## src/rtl/edge_trigger_pkg.sv

```systemverilog
// Shared constants for the edge_trigger block: edge-mode encodings and counter widths.
// Optional edge counter is enabled with EDGE_TRIGGER_COUNT_EN.
package edge_trigger_pkg;
  localparam int EDGE_BOTH  = 0;
  localparam int EDGE_RISE  = 1;
  localparam int EDGE_FALL  = 2;
  localparam int CNT_W      = 8;
  localparam int EDGE_CNT_W = 16;
endpackage

```

## src/rtl/edge_trigger_if.sv

```systemverilog
// Level input / trigger pulse bundle of edge_trigger.
// The edge_count member exists only when EDGE_TRIGGER_COUNT_EN is defined.
interface edge_trigger_if;
  import edge_trigger_pkg::*;
  logic in;
  logic out;
`ifdef EDGE_TRIGGER_COUNT_EN
  logic [EDGE_CNT_W-1:0] edge_count;

  modport master (output in, input out, input edge_count);
  modport slave  (input in, output out, output edge_count);
`else
  modport master (output in, input out);
  modport slave  (input in, output out);
`endif
endinterface

```

## src/rtl/sync_chain.sv

```systemverilog
// Reset-to-0 flop chain used to synchronise an asynchronous level input.
module sync_chain #(
  parameter int STAGES = 2
) (
  input  logic clock,
  input  logic reset,
  input  logic d,
  output logic q
);
  logic [STAGES-1:0] stage_q;
  logic [STAGES-1:0] stage_d;

  always_comb begin
    stage_d    = stage_q;
    stage_d[0] = d;
    for (int i = 1; i < STAGES; i++) begin
      stage_d[i] = stage_q[i-1];
    end
  end

  always_ff @(posedge clock or posedge reset) begin
    if (reset) stage_q <= '0;
    else       stage_q <= stage_d;
  end

  assign q = stage_q[STAGES-1];
endmodule

```

## src/rtl/edge_trigger.sv

```systemverilog
// Synchronising edge detector producing a fixed-length, retriggerable output pulse.
// Define EDGE_TRIGGER_COUNT_EN to add a wrapping 16-bit count of detected edges.
module edge_trigger
  import edge_trigger_pkg::*;
#(
  parameter int SYNC_STAGES = 2,
  parameter int EDGE_MODE   = 0,
  parameter int PULSE_LEN   = 1
) (
  input logic          clock,
  input logic          reset,
  edge_trigger_if.slave bus
);
  if (SYNC_STAGES < 1 || SYNC_STAGES > 4) begin : g_bad_sync
    $error("edge_trigger: SYNC_STAGES must be 1..4");
  end
  if (EDGE_MODE < EDGE_BOTH || EDGE_MODE > EDGE_FALL) begin : g_bad_mode
    $error("edge_trigger: EDGE_MODE must be 0, 1 or 2");
  end
  if (PULSE_LEN < 1 || PULSE_LEN > 255) begin : g_bad_len
    $error("edge_trigger: PULSE_LEN must be 1..255");
  end

  localparam logic [CNT_W-1:0] RELOAD = CNT_W'(PULSE_LEN - 1);

  logic             s;
  logic             prev_q, prev_d;
  logic [CNT_W-1:0] cnt_q, cnt_d;
  logic             out_q, out_d;
  logic             rise, fall, hit;

  sync_chain #(.STAGES(SYNC_STAGES)) u_sync (
    .clock (clock),
    .reset (reset),
    .d     (bus.in),
    .q     (s)
  );

  always_comb begin
    prev_d = s;
    rise   = s & ~prev_q;
    fall   = ~s & prev_q;
    if (EDGE_MODE == EDGE_RISE)      hit = rise;
    else if (EDGE_MODE == EDGE_FALL) hit = fall;
    else                             hit = rise | fall;

    // A hit always reloads, so a retrigger stretches the pulse with no low gap.
    cnt_d = cnt_q;
    out_d = 1'b0;
    if (hit) begin
      cnt_d = RELOAD;
      out_d = 1'b1;
    end else if (cnt_q != '0) begin
      cnt_d = cnt_q - 1'b1;
      out_d = 1'b1;
    end
  end

  always_ff @(posedge clock or posedge reset) begin
    if (reset) begin
      prev_q <= 1'b0;
      cnt_q  <= '0;
      out_q  <= 1'b0;
    end else begin
      prev_q <= prev_d;
      cnt_q  <= cnt_d;
      out_q  <= out_d;
    end
  end

  assign bus.out = out_q;

`ifdef EDGE_TRIGGER_COUNT_EN
  logic [EDGE_CNT_W-1:0] edge_cnt_q, edge_cnt_d;

  always_comb begin
    edge_cnt_d = edge_cnt_q + EDGE_CNT_W'(hit);
  end

  always_ff @(posedge clock or posedge reset) begin
    if (reset) edge_cnt_q <= '0;
    else       edge_cnt_q <= edge_cnt_d;
  end

  assign bus.edge_count = edge_cnt_q;
`endif
endmodule

```

## src/flat_wrapper.sv

```systemverilog
// flat-port wrapper written by rule: the top's interface ports become plain ports
module edge_trigger_flat import edge_trigger_pkg::*;
#(
  parameter int SYNC_STAGES = 2,
  parameter int EDGE_MODE   = 0,
  parameter int PULSE_LEN   = 1
)
  (clock, reset, bus_in, bus_out);
  edge_trigger_if bus_i ();
  input logic clock;
  input logic reset;
  input wire logic [$bits(bus_i.in)-1:0] bus_in;
  output wire logic [$bits(bus_i.out)-1:0] bus_out;
  assign bus_i.in = bus_in;
  assign bus_out = bus_i.out;
  edge_trigger #(.SYNC_STAGES(SYNC_STAGES), .EDGE_MODE(EDGE_MODE), .PULSE_LEN(PULSE_LEN)) u_core (.clock(clock), .reset(reset), .bus(bus_i));
endmodule
```

## config.mk

```make
export PLATFORM = sky130hd
export DESIGN_NAME = edge_trigger_flat
export DESIGN_NICKNAME = d
export VERILOG_FILES = /design/src/rtl/edge_trigger_pkg.sv /design/src/rtl/edge_trigger_if.sv /design/src/rtl/sync_chain.sv /design/src/rtl/edge_trigger.sv /design/src/flat_wrapper.sv
export SDC_FILE = /design/constraint.sdc
export NUM_CORES = 1
export LEC_CHECK = 0
export ABC_CLOCK_PERIOD_IN_PS = 4200
export BUFFER_PORTS_ARGS = -buffer_cell sky130_fd_sc_hd__clkbuf_2
export CAP_MARGIN = 20
export CORE_AREA = 3 3 40 42
export CTS_CLUSTER_DIAMETER = 40
export DETAILED_ROUTE_END_ITERATION = 8
export DIE_AREA = 0 0 43 45
export PLACE_DENSITY = 0.68
export SYNTH_ARGS = -nofsm -noshare
export SYNTH_HDL_FRONTEND = slang
export SYNTH_SLANG_ARGS = --single-unit
```

## constraint.sdc

```tcl
create_clock -name clock -period 4.2 [get_ports clock]
set_input_delay 0.84 -clock clock [delete_from_list [all_inputs] [get_ports clock]]
set_output_delay 0.84 -clock clock [all_outputs]
set_load 0.1 [all_outputs]
```

==> results.txt <==
Worst-Margin Slew -> 0.9665 ns
Max-Cap Viols -> 0
CTS tree -> done
Setup Total Neg Slack -> 0 ns
fillers -> 110
drc violations -> 0
post-route ant nets -> 0
die height -> 45 um
hold path depth -> 0
buffers added on ports -> 3
worst-case clock buffer depth -> 2
layout cell share with drive strength beyond 1 -> 22.95%
Core Rows -> 13
Layout area overhead -> 10.48%
period utilization -> 45.52%
crit end category -> flip-flop
drt pass-1 iters -> 4
Synth top area share -> 50.31%
pre-CTS setup slack -> 2.071 ns
Synth area leaders -> dfrtp_1 50%, ha_1 4.2%, a211o_2 3.4%
Root Buffer -> clkbuf_4
commonest non-fill, non-tap cell in the layout -> dfrtp_1
Reg2Reg Depth -> 3
Max VDD drop -> 0.2323 mV
most frequent cells in the layout -> 12 x dfrtp_1, 5 x inv_1, 4 x nand2_1, 4 x a21oi_1
I/O pin cnt -> 4
Final Skew -> 0.01130 ns
CP arrival -> 2.06 ns
antenna violations before repair -> 0
Req. time, crit path -> 4.35 ns
PnR worst setup slack -> 2.288 ns
H-tree depth -> 1
CTS resizes -> 0
worst min-delay path class -> reg2reg
setup bufs post-CTS -> 0
clock insertion delay at the later pin of the skew report -> 0.28 ns
GRT Total Usage -> 12.15%
Initial Util -> 46.45%
Final Hold Vio Count -> 0
DIE AREA -> 0.001935 mm2
Num CTS Buffers -> 3
outcome -> complete, no violations
final instance area -> 659.4 um2
core area -> 0.001285 mm2
clk slew on worst S/H paths -> 0.08 ns
sequential area share after synthesis -> 50.31%
vias per cell -> 5.421
vias in the first global route -> 378
ant diodes -> 0
placed cell area -> 618.1 um2
yosys warns -> 0
Worst Setup Path Type -> reg2reg
first-pass GRT wire length -> 1649 um
Util after Layout -> 51.31%
drt total wl -> 999 um
# clock sinks -> 12
final setup vio count -> 0
Avg WL per Cell -> 13.14 um
Max transition margin -> 35.03%
Total Nets Final -> 67
f_max -> 523.0 MHz
Max FO, Critical Path -> 12
Pleak -> 0.3067 nW
Die Width -> 43 um
Distinct cells, synth -> 26
1st-iter DRT viols -> 6
Synth area leader -> dfrtp_1
GRT overflow -> 0
Final min period -> 1.912 ns
Avg Synthesized Cell Area -> 10.85 um2
via count -> 412
GPL Wtd Cong -> 0.6921
Max Transition Viols Final -> 0
RSZ-0062 raised after global routing -> false
overall power -> 228.1 uW
cells after synthesis -> 55
largest net degree at the start of global routing -> 13
flops & latches, synth -> 12
Critical Path Start Type -> flip-flop
post-DP HPWL -> 709.9 um
Post-Synthesis Cell Area -> 596.8 um2
Mapped Nets -> 60
cts hold-fix bufs -> 0
power per cell area -> 345.9 mW/mm2
cell type report:
cell class              count  area (um2)  share of cell area [%]
multi-input cells          36       265.3                   40.23
inverters                   5       18.77                   2.846
well taps                  15       18.77                   2.846
flip-flops and latches     12       300.3                   45.54
clock buffers               4       36.28                   5.503
repair buffers              4       20.02                   3.036
Yosys cell counts, drive strengths merged:
| cell type | count |
|---|---|
| ha | 2 |
| inv | 5 |
| a21oi | 4 |
| a2111o | 1 |
| xor2 | 1 |
| a2111oi | 1 |
| or3 | 1 |
| o21ai | 1 |
| a21boi | 1 |
| a311oi | 1 |
| a211oi | 2 |
| a211o | 2 |
| nand3 | 2 |
| nand2 | 4 |
| nor3b | 2 |
| a31o | 1 |
| xnor2 | 1 |
| buf | 2 |
| dfrtp | 12 |
| nand2b | 2 |
| or4 | 1 |
| nor2 | 2 |
| or2 | 1 |
| mux2i | 2 |
| nor4 | 1 |
per-layer routing:
layer	routed length [um]	vias to the layer above	global-route usage (%)
met3	57	2	7.171
met1	505	194	14.29
li1	-	209	-
met2	426	7	17.96
met4	10	0	5.422
met5	0	-	0
kinds of logic (layout without fill, tap and decap cells):
kind of cell	after synthesis	in the layout	synth area share (%)
AO/OA/AOI/OAI	14	14	17.61
XOR/XNOR	2	2	2.936
adder cells (fa/ha/maj)	2	2	4.192
buffers and inverters	7	13	5.241
flip-flops	12	12	50.31
multiplexers	2	2	3.354
AND/OR/NAND/NOR	16	16	16.35
path summary, 6_finish.rpt:
path                                                from                       end  slack (ns)
worst max-delay path                     u_core.cnt_q[3]           u_core.cnt_q[4]        2.29
worst min-delay path            u_core.u_sync.stage_q[0]  u_core.u_sync.stage_q[1]        0.36
worst max register to register           u_core.cnt_q[3]           u_core.cnt_q[4]        2.29
worst min register to register  u_core.u_sync.stage_q[0]  u_core.u_sync.stage_q[1]        0.36
max in group asynchronous                          reset           u_core.cnt_q[7]        3.34
min in group asynchronous                          reset           u_core.cnt_q[0]        0.54
power by group:
group,total [mW],switching [mW],internal (mW)
clock network,0.0912,0.0385,0.0527
logic,0.0177,0.0144,0.00325
registers,0.119,0.00130,0.118
flip-flops by register name (all words and copies together), names as in the netlist:
register,cells
u_core.prev_q,1
u_core.cnt_q,8
u_core.u_sync.stage_q,2
u_core.bus.out,1
worst max-delay path, cell delays in order (launching register included):
cell,delay [ns]
dfrtp_1,0.44
nor4_2,0.87
a2111oi_0,0.29
mux2i_1,0.18
through the flow:
step | std cells | hold WS, ns
4_1_cts | 75 | 0.3641
5_1_grt | 76 | 0.3804
3_5_place_dp | 71 | 0.3380
2_1_floorplan | 55 | 0.3312
3_3_place_gp | 71 | 0.3485
6_report | 76 | 0.3568
Power figures use the tool's default switching activity.
